`src/rtl/aes_mode_ctrl_if.sv`:
```
// Stream, configuration and AES-core handshake bundle for aes_mode_ctrl.
// The slave modport is the controller's view; master is the surrounding system.
interface aes_mode_ctrl_if;
   logic         cfg_load;
   logic [127:0] cfg_key;
   logic [127:0] cfg_iv;
   logic [1:0]   cfg_mode;
   logic         cfg_dir;
   logic         s_valid;
   logic         s_ready;
   logic [127:0] s_data;
   logic         m_valid;
   logic         m_ready;
   logic [127:0] m_data;
   logic         core_en;
   logic [127:0] core_key;
   logic         core_slt;
   logic         core_data_in_valid;
   logic [127:0] core_data_in;
   logic         core_rk_ready;
   logic         core_data_out_valid;
   logic [127:0] core_data_out;
   logic         busy;
   logic         err;

   modport slave (
      input  cfg_load, cfg_key, cfg_iv, cfg_mode, cfg_dir, s_valid, s_data, m_ready,
             core_rk_ready, core_data_out_valid, core_data_out,
      output s_ready, m_valid, m_data, core_en, core_key, core_slt, core_data_in_valid,
             core_data_in, busy, err
   );

   modport master (
      output cfg_load, cfg_key, cfg_iv, cfg_mode, cfg_dir, s_valid, s_data, m_ready,
             core_rk_ready, core_data_out_valid, core_data_out,
      input  s_ready, m_valid, m_data, core_en, core_key, core_slt, core_data_in_valid,
             core_data_in, busy, err
   );
endinterface

```
`src/rtl/aes_mode_ctrl.sv`:
```
// ECB/CBC/CTR mode controller around a single AES128 core: input block FIFO,
// chaining register, key-expansion sequencing and timeout supervision.
module aes_mode_ctrl #(
   parameter int unsigned FIFO_DEPTH = 4,
   parameter int unsigned CTR_W      = 32,
   parameter int unsigned TIMEOUT    = 255
) (
   input logic            clk,
   input logic            rstn,
   aes_mode_ctrl_if.slave bus
);

   localparam int unsigned AW = $clog2(FIFO_DEPTH);
   localparam int unsigned TW = $clog2(TIMEOUT + 1);
   localparam logic [1:0] ModeEcb  = 2'b00;
   localparam logic [1:0] ModeCbc  = 2'b01;
   localparam logic [1:0] ModeCtr  = 2'b10;
   localparam logic [1:0] ModeRsvd = 2'b11;

   typedef enum logic [2:0] {StIdle, StKeyx, StReady, StIssue, StWait, StOut} state_e;

   state_e         state_q, state_d;
   logic [127:0]   key_q, key_d, chain_q, chain_d, din_q, din_d;
   logic [127:0]   blk_q, blk_d, mdata_q, mdata_d;
   logic [1:0]     mode_q, mode_d;
   logic           dir_q, dir_d, err_q, err_d;
   logic [TW-1:0]  tmo_q, tmo_d;
   logic           tmo_hit;

   logic [127:0]   fifo_mem [FIFO_DEPTH];
   logic [AW-1:0]  wr_ptr_q, wr_ptr_d, rd_ptr_q, rd_ptr_d, wr_addr;
   logic [AW:0]    count_q, count_d;
   logic           s_ready_q, push, pop, flush, empty, cfg_ok, cfg_take;
   logic [127:0]   head;

   assign empty    = (count_q == '0);
   assign head     = fifo_mem[rd_ptr_q];
   assign push     = bus.s_valid && s_ready_q;
   assign wr_addr  = flush ? '0 : wr_ptr_q;
   assign cfg_ok   = (state_q == StIdle || state_q == StReady) && empty;
   assign cfg_take = bus.cfg_load && cfg_ok;
   assign tmo_hit  = (tmo_q == TW'(TIMEOUT - 1));

   always_comb begin
      wr_ptr_d = wr_ptr_q;
      rd_ptr_d = rd_ptr_q;
      count_d  = count_q;
      if (flush) begin
         wr_ptr_d = '0;
         rd_ptr_d = '0;
         count_d  = '0;
      end else if (pop) begin
         rd_ptr_d = rd_ptr_q + AW'(1);
         count_d  = count_q - (AW + 1)'(1);
      end
      if (push) begin
         wr_ptr_d = wr_ptr_d + AW'(1);
         count_d  = count_d + (AW + 1)'(1);
      end
   end

   always_ff @(posedge clk) begin
      if (push) fifo_mem[wr_addr] <= bus.s_data;
   end

   always_comb begin
      state_d = state_q;
      key_d   = key_q;
      mode_d  = mode_q;
      dir_d   = dir_q;
      chain_d = chain_q;
      din_d   = din_q;
      blk_d   = blk_q;
      mdata_d = mdata_q;
      err_d   = err_q;
      tmo_d   = '0;
      pop     = 1'b0;
      flush   = 1'b0;
      if (bus.cfg_load && !cfg_ok) err_d = 1'b1;
      case (state_q)
         StIdle, StReady: begin
            if (cfg_take) begin
               if (bus.cfg_mode == ModeRsvd) begin
                  err_d   = 1'b1;
                  state_d = StIdle;
               end else begin
                  err_d   = 1'b0;
                  key_d   = bus.cfg_key;
                  mode_d  = bus.cfg_mode;
                  dir_d   = bus.cfg_dir;
                  chain_d = bus.cfg_iv;
                  state_d = StKeyx;
               end
            end else if (state_q == StReady && !empty) begin
               // Core input is prepared here so it is already stable during ISSUE.
               unique case (mode_q)
                  ModeCbc: din_d = dir_q ? head : (head ^ chain_q);
                  ModeCtr: din_d = chain_q;
                  default: din_d = head;
               endcase
               state_d = StIssue;
            end
         end
         StKeyx: begin
            if (bus.core_rk_ready) begin
               state_d = StReady;
            end else if (tmo_hit) begin
               err_d   = 1'b1;
               flush   = 1'b1;
               state_d = StIdle;
            end else begin
               tmo_d = tmo_q + TW'(1);
            end
         end
         StIssue: begin
            pop   = 1'b1;
            blk_d = head;
            if (mode_q == ModeCtr) chain_d[CTR_W-1:0] = chain_q[CTR_W-1:0] + CTR_W'(1);
            state_d = StWait;
         end
         StWait: begin
            if (bus.core_data_out_valid) begin
               unique case (mode_q)
                  ModeCbc: begin
                     // Decrypt chains off the previous ciphertext held in blk_q since ISSUE.
                     mdata_d = dir_q ? (bus.core_data_out ^ chain_q) : bus.core_data_out;
                     chain_d = dir_q ? blk_q : bus.core_data_out;
                  end
                  ModeCtr: mdata_d = bus.core_data_out ^ blk_q;
                  ModeEcb: mdata_d = bus.core_data_out;
                  default: mdata_d = bus.core_data_out;
               endcase
               state_d = StOut;
            end else if (tmo_hit) begin
               err_d   = 1'b1;
               flush   = 1'b1;
               state_d = StIdle;
            end else begin
               tmo_d = tmo_q + TW'(1);
            end
         end
         StOut: begin
            if (bus.m_ready) state_d = StReady;
         end
         default: state_d = StIdle;
      endcase
   end

   always_ff @(posedge clk or negedge rstn) begin
      if (!rstn) begin
         state_q   <= StIdle;
         key_q     <= '0;
         mode_q    <= ModeEcb;
         dir_q     <= 1'b0;
         chain_q   <= '0;
         din_q     <= '0;
         blk_q     <= '0;
         mdata_q   <= '0;
         err_q     <= 1'b0;
         tmo_q     <= '0;
         wr_ptr_q  <= '0;
         rd_ptr_q  <= '0;
         count_q   <= '0;
         s_ready_q <= 1'b0;
      end else begin
         state_q   <= state_d;
         key_q     <= key_d;
         mode_q    <= mode_d;
         dir_q     <= dir_d;
         chain_q   <= chain_d;
         din_q     <= din_d;
         blk_q     <= blk_d;
         mdata_q   <= mdata_d;
         err_q     <= err_d;
         tmo_q     <= tmo_d;
         wr_ptr_q  <= wr_ptr_d;
         rd_ptr_q  <= rd_ptr_d;
         count_q   <= count_d;
         // Registered so the port reads 0 while in reset; it tracks !full afterwards.
         s_ready_q <= (count_d != (AW + 1)'(FIFO_DEPTH));
      end
   end

   assign bus.s_ready            = s_ready_q;
   assign bus.m_valid            = (state_q == StOut);
   assign bus.m_data             = mdata_q;
   assign bus.core_en            = (state_q == StKeyx);
   assign bus.core_key           = key_q;
   assign bus.core_slt           = (mode_q == ModeCtr) ? 1'b0 : dir_q;
   assign bus.core_data_in_valid = (state_q == StIssue);
   assign bus.core_data_in       = din_q;
   assign bus.busy               = !(state_q == StIdle || state_q == StReady) || !empty;
   assign bus.err                = err_q;

endmodule

```
`src/flat_wrapper.sv`:
```
// flat-port wrapper written by rule: the top's interface ports become plain ports
module aes_mode_ctrl_flat 
#(
   parameter int unsigned FIFO_DEPTH = 4,
   parameter int unsigned CTR_W      = 32,
   parameter int unsigned TIMEOUT    = 255
)
  (clk, rstn, bus_cfg_load, bus_cfg_key, bus_cfg_iv, bus_cfg_mode, bus_cfg_dir, bus_s_valid, bus_s_data, bus_m_ready, bus_core_rk_ready, bus_core_data_out_valid, bus_core_data_out, bus_s_ready, bus_m_valid, bus_m_data, bus_core_en, bus_core_key, bus_core_slt, bus_core_data_in_valid, bus_core_data_in, bus_busy, bus_err);
  aes_mode_ctrl_if bus_i ();
  input logic clk;
  input logic rstn;
  input wire logic [$bits(bus_i.cfg_load)-1:0] bus_cfg_load;
  input wire logic [$bits(bus_i.cfg_key)-1:0] bus_cfg_key;
  input wire logic [$bits(bus_i.cfg_iv)-1:0] bus_cfg_iv;
  input wire logic [$bits(bus_i.cfg_mode)-1:0] bus_cfg_mode;
  input wire logic [$bits(bus_i.cfg_dir)-1:0] bus_cfg_dir;
  input wire logic [$bits(bus_i.s_valid)-1:0] bus_s_valid;
  input wire logic [$bits(bus_i.s_data)-1:0] bus_s_data;
  input wire logic [$bits(bus_i.m_ready)-1:0] bus_m_ready;
  input wire logic [$bits(bus_i.core_rk_ready)-1:0] bus_core_rk_ready;
  input wire logic [$bits(bus_i.core_data_out_valid)-1:0] bus_core_data_out_valid;
  input wire logic [$bits(bus_i.core_data_out)-1:0] bus_core_data_out;
  output wire logic [$bits(bus_i.s_ready)-1:0] bus_s_ready;
  output wire logic [$bits(bus_i.m_valid)-1:0] bus_m_valid;
  output wire logic [$bits(bus_i.m_data)-1:0] bus_m_data;
  output wire logic [$bits(bus_i.core_en)-1:0] bus_core_en;
  output wire logic [$bits(bus_i.core_key)-1:0] bus_core_key;
  output wire logic [$bits(bus_i.core_slt)-1:0] bus_core_slt;
  output wire logic [$bits(bus_i.core_data_in_valid)-1:0] bus_core_data_in_valid;
  output wire logic [$bits(bus_i.core_data_in)-1:0] bus_core_data_in;
  output wire logic [$bits(bus_i.busy)-1:0] bus_busy;
  output wire logic [$bits(bus_i.err)-1:0] bus_err;
  assign bus_i.cfg_load = bus_cfg_load;
  assign bus_i.cfg_key = bus_cfg_key;
  assign bus_i.cfg_iv = bus_cfg_iv;
  assign bus_i.cfg_mode = bus_cfg_mode;
  assign bus_i.cfg_dir = bus_cfg_dir;
  assign bus_i.s_valid = bus_s_valid;
  assign bus_i.s_data = bus_s_data;
  assign bus_i.m_ready = bus_m_ready;
  assign bus_i.core_rk_ready = bus_core_rk_ready;
  assign bus_i.core_data_out_valid = bus_core_data_out_valid;
  assign bus_i.core_data_out = bus_core_data_out;
  assign bus_s_ready = bus_i.s_ready;
  assign bus_m_valid = bus_i.m_valid;
  assign bus_m_data = bus_i.m_data;
  assign bus_core_en = bus_i.core_en;
  assign bus_core_key = bus_i.core_key;
  assign bus_core_slt = bus_i.core_slt;
  assign bus_core_data_in_valid = bus_i.core_data_in_valid;
  assign bus_core_data_in = bus_i.core_data_in;
  assign bus_busy = bus_i.busy;
  assign bus_err = bus_i.err;
  aes_mode_ctrl #(.FIFO_DEPTH(FIFO_DEPTH), .CTR_W(CTR_W), .TIMEOUT(TIMEOUT)) u_core (.clk(clk), .rstn(rstn), .bus(bus_i));
endmodule
```
`config.mk`:
```
export PLATFORM = sky130hd
export DESIGN_NAME = aes_mode_ctrl_flat
export DESIGN_NICKNAME = d
export VERILOG_FILES = /design/src/rtl/aes_mode_ctrl_if.sv /design/src/rtl/aes_mode_ctrl.sv /design/src/flat_wrapper.sv
export SDC_FILE = /design/constraint.sdc
export NUM_CORES = 2
export LEC_CHECK = 0
export ABC_AREA = 1
export BUFFER_PORTS_ARGS = -buffer_cell sky130_fd_sc_hd__buf_2
export CORE_AREA = 3 3 354 356
export DETAILED_ROUTE_END_ITERATION = 16
export DIE_AREA = 0 0 357 359
export GPL_TIMING_DRIVEN = 0
export PLACE_DENSITY = 0.68
export SLEW_MARGIN = 20
export SYNTH_ARGS = -nofsm -noshare
export SYNTH_HDL_FRONTEND = slang
export SYNTH_SLANG_ARGS = --single-unit
export TNS_END_PERCENT = 50
```
`constraint.sdc`:
```
create_clock -name clk -period 7.9 [get_ports clk]
set_input_delay 0.79 -clock clk [delete_from_list [all_inputs] [get_ports clk]]
set_output_delay 0.79 -clock clk [all_outputs]
set_load 0.005 [all_outputs]
```
==> out/qor.txt <==
SYNTH
---------------------------------------------------------------------------------------
Avg Inst Size Synth ......................................................   8.70 sq um
Area share of the largest cell type after synthesis ......................        0.288
Netlist Area Pre-Place ................................................... 0.0575 sq mm
Predominant post-synthesis flop cell ..................................... sky130_fd_sc_hd__dfrtp_1
Largest area contributor in the synthesized netlist ...................... sky130_fd_sc_hd__dfrtp_1
Top cells by area in the synthesized netlist ............................. sky130_fd_sc_hd__dfrtp_1 (29%), sky130_fd_sc_hd__edfxtp_1 (27%), sky130_fd_sc_hd__nand2_1 (14%)
Number of library cell types mapped by synthesis .........................           37
Xor and xnor area share after synthesis ..................................     0.000761
Fraction of the yosys area taken by sequential cells .....................        0.556
Multiplexer area fraction after synthesis ................................       0.0289
Largest family of logic cells by synthesized area ........................ simple AND/OR/NAND/NOR gates
Post-Synth Simple-Gate Area ..............................................        0.226
Count leader, synth ...................................................... sky130_fd_sc_hd__nand2_1
Count of flip-flops with a built-in enable after synthesis ...............          512
Yosys warnings ...........................................................            0
Share of async-settable or async-resettable flops after synthesis ........        0.564
Nets in the synthesized netlist ..........................................         7144
Adder-cell share of the synthesized area .................................      0.00261
Number of storage elements in the synthesis netlist ......................         1175
Compound-cell area share of the yosys netlist ............................        0.134
Number of instances in the synthesized netlist ...........................         6610
Top cell types by occurrence after synthesis ............................. sky130_fd_sc_hd__nand2_1 (2116), sky130_fd_sc_hd__dfrtp_1 (663), sky130_fd_sc_hd__nand3_1 (659), sky130_fd_sc_hd__o21ai_0 (658), sky130_fd_sc_hd__edfxtp_1 (512)

CLOCK NETWORK
---------------------------------------------------------------------------------------
Setup Buffers After CTS ..................................................            0
Num CTS Buffers ..........................................................          132
TritonCTS clock tree .....................................................         done
CTS max path bufs ........................................................            3
Root Buffer .............................................................. sky130_fd_sc_hd__clkbuf_16
Clk_lat worst skew .......................................................      0.80 ns
Clock slew at reported path FFs ..........................................      0.06 ns
H-Tree Depth .............................................................            4
Number of sinks driven by the clock tree .................................         1175

FLOORPLANNING
---------------------------------------------------------------------------------------
Chip height ..............................................................       359 um
Std-Cell Rows ............................................................          128
# IOs ....................................................................          913
Total die area ...........................................................  0.128 sq mm
Core area ................................................................  0.122 sq mm
Horizontal extent of the die .............................................       357 um
Initial cell density of the core .........................................        0.471

STA
---------------------------------------------------------------------------------------
Post-route clock skew ....................................................    0.0254 ns
Setup TNS ................................................................         0 ns
Setup repair after global routing missed its margin ......................        false
Worst slew margin relative to its limit ..................................        0.239
Max Clock Freq ...........................................................      220 MHz
Number of pins with negative max-slew slack in the final report ..........            0
Shortest period the worst path allows ....................................      4.55 ns
Transition at the pin with the smallest max-transition slack .............      1.14 ns
Final hold viol count ....................................................            0
Ratio of final minimum period to clock period ............................        0.576
Setup-violating endpoint count in the final report .......................            0

ROUTING
---------------------------------------------------------------------------------------
Number of nets with antenna violations after routing .....................            0
Number of vias in the routed layout ......................................        56000
First-pass iteration count of the detailed router ........................            9
Routed WL per cell .......................................................      26.4 um
Vias per cell ............................................................         5.89
Number of violations reported at the end of detailed-routing iteration 0 .         7638
DRT Wirelength ...........................................................    252000 um
Number of remaining DRC errors ...........................................            0

POWER AND IR DROP
---------------------------------------------------------------------------------------
PnR Total Power ..........................................................     31400 uW
Pint .....................................................................     16600 uW
Switching power as a share of total power ................................        0.471
Leak Pwr .................................................................    0.0313 uW
Net load switching power .................................................     14800 uW
Power share of the sequential group ......................................        0.319
Clk pwr share ............................................................        0.205
Combinational cell fraction of total power ...............................        0.476
Power per cell area ......................................................  450 mW/mm^2
Worst vdd ir .............................................................   0.000271 V

STATUS
---------------------------------------------------------------------------------------
Result of the run ........................................................ finished clean

CRITICAL PATH
---------------------------------------------------------------------------------------
Stage delay of the slowest cell on the critical path .....................      0.72 ns
Cell breakdown of the critical path ...................................... buf_2 > buf_4 > inv_2 > buf_2 > buf_2 > nor2_1 > buf_2
CP required ..............................................................      7.11 ns
CP top delay family ...................................................... buffers and inverters
Number of buffers and inverters on the critical path .....................            6
Worst path slowest cell .................................................. sky130_fd_sc_hd__buf_2
Type of the worst setup path ............................................. register to output pin
Worst path arrival time ..................................................      3.76 ns
Most frequent CP cell .................................................... sky130_fd_sc_hd__buf_2
Critical path capture point type .........................................   output pin
Startpoint type of the worst setup path ..................................     register
Critical path fanouts, max ...............................................           11

PLACEMENT
---------------------------------------------------------------------------------------
Final HPWL DP ............................................................    188000 um
I/O Buffers ..............................................................          912
Dpl cell area ............................................................ 0.0650 sq mm
Weighted congestion at the end of routability-driven global placement ....        0.984

GRT
---------------------------------------------------------------------------------------
Pin count of the biggest net entering global routing .....................           93
Sum of overflow across all layers after global routing ...................            0
Total global-route track usage ...........................................        0.383
Antenna violations before repair .........................................          125
Vias in the first global route ...........................................        52100
Wire length of the first global-routing pass .............................    359000 um

RUN
---------------------------------------------------------------------------------------
Max-cap violations .......................................................            0

FINAL LAYOUT
---------------------------------------------------------------------------------------
Net count of the finished layout .........................................         8226
Layout cells sized above 1 ...............................................        0.188
Relative area change from synthesis to final layout ......................        21.3%
Number of fill cells .....................................................        10900
Final design area excluding fillers ...................................... 0.0698 sq mm

WORST HOLD PATH
---------------------------------------------------------------------------------------
Path type of the worst min-delay path .................................... input port to register

power groups by stage:
stage               Sequential [uW]  Combinational, uW  Clock (uW)
finish                        10000              15000        6440
global placement              10200              14000           0
CTS                            9910              14500        6490
floorplan                      9810               8290           0
detailed placement            10000              14500           0
global route                  10200              16200        6750
layout make-up:
cell class | instances | area (sq um) | area share
Antenna cell | 88 | 220 | 0.00316
Clock buffer | 174 | 3720 | 0.0532
Timing Repair Buffer | 948 | 5420 | 0.0777
Sequential cell | 1175 | 32000 | 0.458
Buffer | 478 | 2090 | 0.0300
Inverter | 241 | 905 | 0.0130
Tap cell | 1625 | 2030 | 0.0291
Multi-Input combinational cell | 4716 | 22600 | 0.324
Clock inverter | 68 | 848 | 0.0122
repair_timing:
| item | CTS | global route |
|---|---|---|
| setup endpoints to repair | 0 | 0 |
| hold buffers | 1 | 0 |
| hold endpoints to repair | 26 | 0 |
| resized for setup | 0 | 0 |
metrics by stage:
step | hold WS, ns | util | setup slack [ns] | std cells
2_1_floorplan | 0.469 | - | 0.430 | 6610
3_5_place_dp | 0.460 | 0.533 | 4.15 | 9182
4_1_cts | 0.149 | 0.570 | 3.49 | 9425
6_report | 0.208 | 0.572 | 3.35 | 9513
3_3_place_gp | 0.458 | 0.525 | -8.67 | 9147
5_1_grt | 0.180 | 0.571 | 3.42 | 9472
metal layers:
metal / global-route usage / up-vias / part of all wire
met1: 0.488 / 26700 / 0.37
met3: 0.121 / 737 / 0.13
met4: 0.265 / 28 / 0.073
met2: 0.554 / 3570 / 0.43
met5: 0 / - / 0.00079
li1: - / 25000 / -
cells by family (layout without fill, tap and decap cells):
logic type | count (synthesis) | count (layout)
adder cells (fa/ha/maj) | 12 | 12
AND/OR/NAND/NOR | 3133 | 3133
buffers and inverters | 719 | 1909
other | 0 | 88
flip-flops | 1175 | 1175
AO/OA/AOI/OAI | 1438 | 1438
multiplexers | 128 | 128
XOR/XNOR | 5 | 5
state kept, by name (all words and copies together), names as in the netlist, 2 cells and up:
register / cells
u_core.fifo_mem: 512
u_core.blk_q: 128
u_core.bus.core_data_in: 128
u_core.bus.core_key: 128
u_core.bus.m_data: 128
u_core.chain_q: 128
u_core.tmo_q: 8
u_core.count_q: 3
u_core.state_q: 3
u_core.mode_q: 2
u_core.rd_ptr_q: 2
u_core.wr_ptr_q: 2
worst paths after layout:
check / cells after the start / slack (ns) / from / end
max: 7 / 3.35 / u_core.dir_q$_DFFE_PN0P_ / bus_core_slt
min: 1 / 0.21 / bus_s_data[59] / u_core.fifo_mem[0][59]$_DFFE_PP_
max reg2reg: 10 / 3.93 / u_core.mode_q[0]$_DFFE_PN0P_ / u_core.bus.m_data[117]$_DFFE_PN0P_
min reg2reg: 2 / 0.47 / u_core.bus.m_data[105]$_DFFE_PN0P_ / u_core.bus.m_data[105]$_DFFE_PN0P_
max in group asynchronous: 5 / 5.64 / rstn / u_core.bus.core_data_in[15]$_DFFE_PN0P_
min in group asynchronous: 2 / 0.60 / rstn / u_core.bus.m_data[78]$_DFFE_PN0P_
cell usage in the layout, fill, tap and decap left out, types with 17 or more instances in the layout:
| master | n |
|---|---|
| sky130_fd_sc_hd__a21oi_1 | 503 |
| sky130_fd_sc_hd__a22oi_1 | 32 |
| sky130_fd_sc_hd__a31oi_1 | 127 |
| sky130_fd_sc_hd__buf_1 | 57 |
| sky130_fd_sc_hd__buf_12 | 17 |
| sky130_fd_sc_hd__buf_16 | 18 |
| sky130_fd_sc_hd__buf_2 | 1050 |
| sky130_fd_sc_hd__clkbuf_1 | 272 |
| sky130_fd_sc_hd__clkbuf_16 | 136 |
| sky130_fd_sc_hd__clkbuf_8 | 17 |
| sky130_fd_sc_hd__clkinv_2 | 17 |
| sky130_fd_sc_hd__dfrtp_1 | 663 |
| sky130_fd_sc_hd__diode_2 | 88 |
| sky130_fd_sc_hd__edfxtp_1 | 512 |
| sky130_fd_sc_hd__inv_1 | 234 |
| sky130_fd_sc_hd__mux2_2 | 63 |
| sky130_fd_sc_hd__mux2_4 | 59 |
| sky130_fd_sc_hd__nand2_1 | 2116 |
| sky130_fd_sc_hd__nand3_1 | 659 |
| sky130_fd_sc_hd__nand4_1 | 134 |
| sky130_fd_sc_hd__nor2_1 | 204 |
| sky130_fd_sc_hd__o211ai_1 | 113 |
| sky130_fd_sc_hd__o21ai_0 | 658 |
Note: power is estimated with default switching activity, not from simulation.
